==> src/rtl/rle_pkg.sv <==
// Shared constants, FSM encoding and the JPEG zigzag-to-raster table for the
// run-length decode path (also intended for a future zigzag stage in encode).
package rle_pkg;

    localparam int COEF_W  = 8;
    localparam int N_COEF  = 64;
    localparam int N_PAIRS = 32;

    typedef enum logic [1:0] {
        IDLE,
        DECODE,
        DONE
    } state_t;

    // Entry i is the raster position (row*8+col) of zigzag index i.
    localparam logic [5:0] ZIGZAG [64] = '{
        6'd0,  6'd1,  6'd8,  6'd16, 6'd9,  6'd2,  6'd3,  6'd10,
        6'd17, 6'd24, 6'd32, 6'd25, 6'd18, 6'd11, 6'd4,  6'd5,
        6'd12, 6'd19, 6'd26, 6'd33, 6'd40, 6'd48, 6'd41, 6'd34,
        6'd27, 6'd20, 6'd13, 6'd6,  6'd7,  6'd14, 6'd21, 6'd28,
        6'd35, 6'd42, 6'd49, 6'd56, 6'd57, 6'd50, 6'd43, 6'd36,
        6'd29, 6'd22, 6'd15, 6'd23, 6'd30, 6'd37, 6'd44, 6'd51,
        6'd58, 6'd59, 6'd52, 6'd45, 6'd38, 6'd31, 6'd39, 6'd46,
        6'd53, 6'd60, 6'd61, 6'd54, 6'd47, 6'd55, 6'd62, 6'd63
    };

endpackage

==> src/rtl/rle_decode_zigzag_lut.sv <==
// Combinational zigzag-index to raster-index lookup.
module zigzag_lut
    import rle_pkg::*;
(
    input  logic [5:0] zz_idx,
    output logic [5:0] raster_idx
);

    assign raster_idx = ZIGZAG[zz_idx];

endmodule

==> src/rtl/rle_decode.sv <==
// Run-length decoder: rebuilds one 8x8 block of signed coefficients in raster
// order from up to 32 (run, level) pairs, one pair per clock.
module rle_decode
    import rle_pkg::*;
#(
    parameter int COEF_W  = rle_pkg::COEF_W,
    parameter int N_COEF  = rle_pkg::N_COEF,
    parameter int N_PAIRS = rle_pkg::N_PAIRS
) (
    input  logic                              Clock,
    input  logic                              reset,
    input  logic                              Enable,
    input  logic [N_PAIRS*2*COEF_W-1:0]       A,
    output logic signed [N_COEF*COEF_W-1:0]   C,
    output logic                              done,
    output logic                              error
);

    localparam int PW = 2 * COEF_W;
    localparam int AW = $clog2(N_PAIRS * PW);
    localparam int CW = $clog2(N_COEF * COEF_W);

    state_t state_q, state_d;

    logic [6:0]             k;
    logic [5:0]             j;
    logic [N_PAIRS*PW-1:0]  areg;

    logic [AW-1:0]          pair_base;
    logic [PW-1:0]          pair;
    logic [COEF_W-1:0]      run;
    logic signed [COEF_W-1:0] level;
    logic [6:0]             t;
    logic [5:0]             raster;
    logic [CW-1:0]          c_base;
    logic                   eob;

    logic start, wr, err_set;

    assign pair_base = AW'(j) * AW'(PW);
    assign pair      = areg[pair_base +: PW];
    assign run       = pair[PW-1 -: COEF_W];
    assign level     = pair[COEF_W-1:0];
    assign eob       = (run == '0) && (level == '0);

    // Deliberately 7-bit: the overflow test is on this truncated sum.
    assign t         = k + 7'(run);

    zigzag_lut u_zigzag_lut (
        .zz_idx     (t[5:0]),
        .raster_idx (raster)
    );

    assign c_base = CW'(raster) * CW'(COEF_W);

    always_comb begin
        state_d = state_q;
        start   = 1'b0;
        wr      = 1'b0;
        err_set = 1'b0;
        case (state_q)
            IDLE: begin
                if (Enable) begin
                    start   = 1'b1;
                    state_d = DECODE;
                end
            end
            DECODE: begin
                if (!Enable) begin
                    state_d = IDLE;
                end else if (eob) begin
                    state_d = DONE;
                end else if (t > 7'd63) begin
                    err_set = 1'b1;
                    state_d = DONE;
                end else begin
                    wr = 1'b1;
                    if ((t == 7'd63) || (j == 6'(N_PAIRS - 1))) begin
                        state_d = DONE;
                    end
                end
            end
            DONE: begin
                if (!Enable) begin
                    state_d = IDLE;
                end
            end
            default: state_d = IDLE;
        endcase
    end

    // Zero runs need no writes: C is cleared on start.
    always_ff @(posedge Clock) begin
        if (!reset) begin
            state_q <= IDLE;
            C       <= '0;
            done    <= 1'b0;
            error   <= 1'b0;
            k       <= '0;
            j       <= '0;
            areg    <= '0;
        end else begin
            state_q <= state_d;
            done    <= (state_d == DONE);
            if (start) begin
                areg  <= A;
                C     <= '0;
                k     <= '0;
                j     <= '0;
                error <= 1'b0;
            end
            if (err_set) begin
                error <= 1'b1;
            end
            if (wr) begin
                C[c_base +: COEF_W] <= level;
                k <= t + 7'd1;
                j <= j + 6'd1;
            end
        end
    end

endmodule

==> config.mk <==
export PLATFORM = sky130hd
export DESIGN_NAME = rle_decode
export DESIGN_NICKNAME = d
export VERILOG_FILES = /design/src/rtl/rle_pkg.sv /design/src/rtl/rle_decode_zigzag_lut.sv /design/src/rtl/rle_decode.sv
export SDC_FILE = /design/constraint.sdc
export NUM_CORES = 2
export LEC_CHECK = 0
export ABC_CLOCK_PERIOD_IN_PS = 7000
export CORE_AREA = 2 2 401 403
export DETAILED_ROUTE_END_ITERATION = 8
export DIE_AREA = 0 0 403 405
export PLACE_DENSITY_LB_ADDON = 0.3
export SLEW_MARGIN = 20
export SYNTH_ARGS = -nofsm -noshare
export SYNTH_HDL_FRONTEND = slang
export SYNTH_HIERARCHICAL = 1
export SYNTH_SLANG_ARGS = --single-unit
==> constraint.sdc <==
create_clock -name Clock -period 7 [get_ports Clock]
set_input_delay 1.4 -clock Clock [delete_from_list [all_inputs] [get_ports Clock]]
set_output_delay 1.4 -clock Clock [all_outputs]
set_load 0.05 [all_outputs]
# [Yosys cells after proc, flatten, opt, wreduce, memory -nomap -nowiden]
# Memory sizes are Yosys's and may differ from the RTL's.
# Cells that the tools add are included.
[totals] register_bits=1041 rom_bits=384 in_bits=515 output_inout_bits=514 wordCells=59 mem_count=1
[op_classes] addsub=4 order_cmp=2 eq_ne=5 shifts=3 muxes=29 bitwise_logic=1 reduce_logical=7
[mem_list] memory="(no name shown)" depth=64 word_bits=6 read_ports=1 rd_clocked_by_memory_dff=0 wr=0 line_no="rle_decode_zigzag_lut.sv:9" rtl="assign raster_idx = ZIGZAG[zz_idx];"
[ops] op="512-bit 2-to-1 mux" count=3
[ops] op="512-bit bitwise mux" count=1
[ops] op="8-bit by 11-bit variable shift with 512-bit output (first input constant)" count=1
[ops] op="512-bit by 10-bit variable part select with 16-bit output" count=1
[ops] op="8-bit by 11-bit variable part select with 512-bit output" count=1
[ops] op="6-bit 2-to-1 mux" count=4
[ops] op="8-bit logical NOT" count=2
[ops] op="7-bit 2-to-1 mux" count=2
[ops] op="1-bit 2-to-1 mux" count=12
[ops] op="2-bit 2-to-1 mux" count=6
[ops] op="9-bit negation with 11-bit output" count=1
[ops] op="7-bit by 1-bit adder with 7-bit output (second input constant)" count=1
[ops] op="7-bit adder" count=1
[ops] op="7-bit by 6-bit equality test with 1-bit output (second input constant)" count=1
[ops] op="7-bit greater-or-equal comparator (second input constant)" count=1
[ops] op="7-bit by 6-bit greater-than comparator with 1-bit output (second input constant)" count=1
[ops] op="6-bit inverter with 7-bit output" count=1
[ops] op="6-bit by 1-bit adder with 6-bit output (second input constant)" count=1
[ops] op="6-bit by 5-bit equality test with 1-bit output (second input constant)" count=1
[ops] op="2-bit case mux with 3 select lines" count=1
[ops] op="2-bit equality test (second input constant)" count=2
[ops] op="2-bit nonzero test" count=2
[ops] op="2-bit by 1-bit equality test with 1-bit output (second input constant)" count=1
[ops] op="2-bit logical NOT" count=1
[ops] op="other kinds (2)" count=2

# [Longest topological paths before layout]
[logic_depth] depth_word=10 mapped_depth=30 depth_no_buf=22

# [By module]
# The synthesis kept the hierarchy.
[modules_own_cells] mod="rle_decode" instances=1 cells_per_inst=4782 area_each_um2=43897.1 seq_area_each_um2=20840.0
[modules_own_cells] mod="zigzag_lut" instances=1 cells_per_inst=96 area_each_um2=752.0 seq_area_each_um2=0.0

# [Least setup slack after synthesis]
# No wires, ideal clock.
[synth_path] path_kind="register -> register" start="register j[2]" end="register C[144]" setup_time_ns=0.132 t_arrival_ns=6.267 required_ns=6.868 setup_slack_ns=0.600 path_stages_with_launch=26 path_buffers=4 period_less_slack_ns=6.400 cell_sequence="dfxtp_1 -> buf_4 -> buf_2 -> buf_2 -> mux4_2 -> a31oi_1 -> nand4_1 -> ha_1 -> inv_1 -> fa_1 -> inv_1 -> inv_1 -> ha_1 -> inv_2 -> mux2_2 -> o211ai_1 -> a32oi_1 -> clkbuf_1 -> inv_1 -> ha_1 -> nor3b_1 -> xor2_1 -> nand2_1 -> nor2_1 -> nand3_4 -> mux2i_1"
[synth_via] elab_chain_cells=10 word_cells_on_any_way=19 classes_between="add/sub (2); order compare (1); shift (3); mux (8); bitwise (1); reduce/logical (3); memory (1)"
[synth_rtl] element="start, declared" line_no="rle_decode.sv:26" rtl="logic [5:0] j;"
[synth_rtl] element="start signal, assigned" line_no="rle_decode.sv:118" rtl="j <= j + 6'd1;"
[synth_rtl] element="512-bit by 10-bit variable part select with 16-bit output *" line_no="rle_decode.sv:41" rtl="assign pair = areg[pair_base +: PW];"
[synth_rtl] element="7-bit adder *" line_no="rle_decode.sv:47" rtl="assign t = k + 7'(run);"
[synth_rtl] element="named net t[1]" line_no="rle_decode.sv:33" rtl="logic [6:0] t;"
[synth_rtl] element="6-bit inverter with 7-bit output (not written as such) *" line_no="rle_decode_zigzag_lut.sv:9"
[synth_rtl] element="memory read 64 x 6 bit *"
[synth_rtl] element="6-bit 2-to-1 mux (not written as such) * (2 in a row)" line_no="rle_decode_zigzag_lut.sv:9"
[synth_rtl] element="named net raster[0]" line_no="rle_decode.sv:34" rtl="logic [5:0] raster;"
[synth_rtl] element="9-bit negation with 11-bit output *" line_no="rle_decode.sv:116" rtl="C[c_base +: COEF_W] <= level;"
[synth_rtl] element="8-bit by 11-bit variable part select with 512-bit output or 8-bit by 11-bit variable shift with 512-bit output (tied branches)" line_no="rle_decode.sv:116"
[synth_rtl] element="512-bit bitwise mux *" line_no="rle_decode.sv:116"
[synth_rtl] element="512-bit 2-to-1 mux *" line_no="rle_decode.sv:115" rtl="if (wr) begin"
[synth_rtl] element="end signal, assigned by index" line_no="rle_decode.sv:116"
[synth_rtl] element="end, declared" line_no="rle_decode.sv:14" rtl="output logic signed [N_COEF*COEF_W-1:0] C,"
# The timed path passes the listed nets; every way through them passes the cells marked *. The select of a mux whose other input is x is not followed.
# A chain may end at the register's enable or synchronous reset.

# [Final worst setup path]
[layout_path] start="register j[4]" end="register C[45]"
# The elaborated chain is that of the path after synthesis.

==> flow_summary.ini <==
[floorplanning]
die-height_um = 405
coreArea_um2 = 159000
die-area_um2 = 163000
initial_utilization_pct = 28.0
dieWidth_um = 403
boundaryPins = 1029
rows = 147

[setup_path]
r2r_setup_slack_ns = 0.39
critPathMaxFanout = 16
critPathKind = reg -> reg
startpoint = j[4]
crit_end = C[45]
regToRegEndpoint = C[45]
r2r_start = j[4]
start_kind = flip-flop
rr_worst_depth = 21
worstSetupEndpointType = flip-flop
critPathRequiredTime_ns = 7.57
cp.arrival_ns = 7.18

[sta]
hold_ws_ns = 0.453
hold_viol = 0
drv_slew = 0
fin_crit_sh_pct = 94.5
rsz0062_at_grt = false
setup_viol = 0
layout_min_cycle_time_ns = 6.61
slew-limit-headroom_pct = 19.0
setup_ws_ns = 0.385
max_freq_mhz = 151
fin_tns_setup_ns = 0
worst_pin_slew_ns = 1.20
finClkSkew_ns = 0.0806

[yosys]
ys_types = 73
synth-edff-count = 0
synth-seq-area-share_pct = 46.7
yosys.area.top_type = dfxtp_1
synth_area_leaders = dfxtp_1 (47%), mux2i_1 (16%), nand2_1 (14%)
ys.flop_type = dfxtp_1
synth-seq-cells = 1041
syn-cell-area_um2 = 44600
synth_most_common_cell = nand2_1
yosys-top-cells-count = nand2_1 (1705), dfxtp_1 (1041), mux2i_1 (735)
synth_top_cell_area_share_pct = 46.7
ys_async_sr_fraction_pct = 0
synth_nets = 5418
yosys_warnings = 6
syn_avg_cell_area_um2 = 9.15
synth_cells = 4878

[global_routing]
grt_pass1_wl_um = 274000
grt_start_max_net_pins = 131
grt.total_usage_pct = 22.9
grt_antenna_before_repair = 58
grt_overflow_total = 0
grt_pass1_vias = 37888

[detailed_routing]
drc = 0
wl_met1_um = 76700
postRouteWirelength_um = 195000
met2_length_um = 98100
via_per_inst = 4.82
ant_nets = 0
top_layer = met5
drt_iter0_drc = 2792
wl_met3_um = 13200
vias = 38575
wl_per_cell_um = 24.3
drtPass1Iterations = 7

[layout]
final_cells = 8005
nets = 6348
num-fill-cells = 15987
drive_gt1_share_pct = 7.72
syn2layout_area_growth_pct = 37.0

[place]
place_ws_ns = 0.289
dp.cells = 7768
portBuffers = 1028
gp_congestion = 0.903
hpwl_um = 148000

[clocking]
clkTransAtPathRegs_ns = 0.06
cts-root-buf = clkbuf_16
insertion_delay_ns = 0.76
cts_buffers = 115
htree_levels = 3
cts_tree = built
cts_max_path_buffers = 3
clock_sinks = 1041

[pwr]
vdd_drop_max_uv = 204
power.density_nw_per_um2 = 242
p_leak_uw = 0.0238

[hold_path]
min_path_type = reg -> reg

[run_status]
status = completed

[run]
drv_cap = 0
final cells by class:
cell class | count | area, um2 | share of cell area (%)
multi-input cells | 3459 | 22200 | 36.3
flip-flops and latches | 1041 | 20800 | 34.1
repair buffers | 1170 | 11500 | 18.8
clock buffers | 166 | 3320 | 5.43
well taps | 2086 | 2610 | 4.27
clock inverters | 40 | 537 | 0.878
inverters | 21 | 81.3 | 0.133
diodes | 22 | 55.1 | 0.0900
metal layers:
metal	vias to the layer above	GRT usage [%]
met4	50	8.08
met3	312	5.47
met2	1267	40.9
met1	18706	26.7
met5	-	0
li1	18240	-
stage by stage:
stage                     total power [uW]  cell area (um2)  utilization (%)
final                                14800            61200             38.4
after global routing                 15400            61100             38.4
after floorplan                       7580            44600                -
after detailed placement              8770            57200             35.9
after CTS                            15000            61000             38.3
after global placement                8750            57200             35.9
repair_timing:
| item | CTS | global route |
|---|---|---|
| hold buffers | 0 | 0 |
| resized for setup | 0 | 2 |
| setup buffers | 0 | 9 |
| endpoints found under the hold margin | 0 | 0 |
| setup endpoints to repair | 0 | 16 |
critical path, cell delays in order, from the launching register on:
cell	delay [ns]
dfxtp_1	0.71
inv_1	0.12
nor2_1	0.49
nand3_1	0.38
nand4_1	0.27
ha_1	0.31
a21oi_1	0.40
o21ai_0	0.15
a21oi_1	0.25
xnor2_1	0.20
buf_4	0.28
nor3_1	0.10
a211oi_1	0.25
a21oi_1	0.07
a311oi_1	0.48
buf_4	0.25
nor3_1	0.05
nand2_1	0.11
xor2_1	0.43
and2_0	0.41
nand4_2	0.47
mux2i_1	0.24
placed cells by master (no fill, tap or decap), types with 16 or more instances in the layout:
| cell type | count |
|---|---|
| a21boi_0 | 514 |
| a21oi_1 | 32 |
| a22oi_1 | 83 |
| and2_1 | 16 |
| buf_4 | 129 |
| clkbuf_1 | 27 |
| clkbuf_16 | 116 |
| clkbuf_8 | 23 |
| clkdlybuf4s50_1 | 1027 |
| clkinv_2 | 20 |
| dfxtp_1 | 1039 |
| diode_2 | 22 |
| ha_1 | 24 |
| inv_1 | 18 |
| mux2i_1 | 735 |
| mux4_2 | 25 |
| nand2_1 | 1696 |
| nand3_1 | 50 |
| nand3_4 | 50 |
| nor2_1 | 30 |
cells by family (layout without fill, tap and decap cells):
kind of cell	after synthesis	after routing	share of synthesized area [%]
xor+xnor	14	14	0.275
mux	765	765	17.9
flops	1041	1041	46.7
other cells	0	22	0
simple gates	1963	1963	19.1
fa+ha+maj	25	25	0.717
buf+inv	378	1397	3.94
compound gates	692	692	11.5
state kept, by name, indices dropped and copies added (netlist names):
register  flops
k             7
state_q       2
j             6
done          1
error         1
areg        512
C           512
how the worst min path moves through the flow:
stage | start | end | slack [ns] | cells past startpoint
6_report | C[36] | C[36] | 0.45 | 2
3_5_place_dp | C[39] | C[39] | 0.45 | 2
2_1_floorplan | areg[221] | areg[221] | 0.44 | 2
5_1_grt | C[380] | C[380] | 0.47 | 2
3_3_place_gp | C[480] | C[480] | 0.44 | 2
4_1_cts | C[36] | C[36] | 0.46 | 2
where the power goes:
| part | internal, uW | switching [uW] |
|---|---|---|
| combinational | 812 | 1570 |
| sequential | 6120 | 120 |
| clock | 3560 | 2640 |
Note: power is estimated with default switching activity, not from simulation.
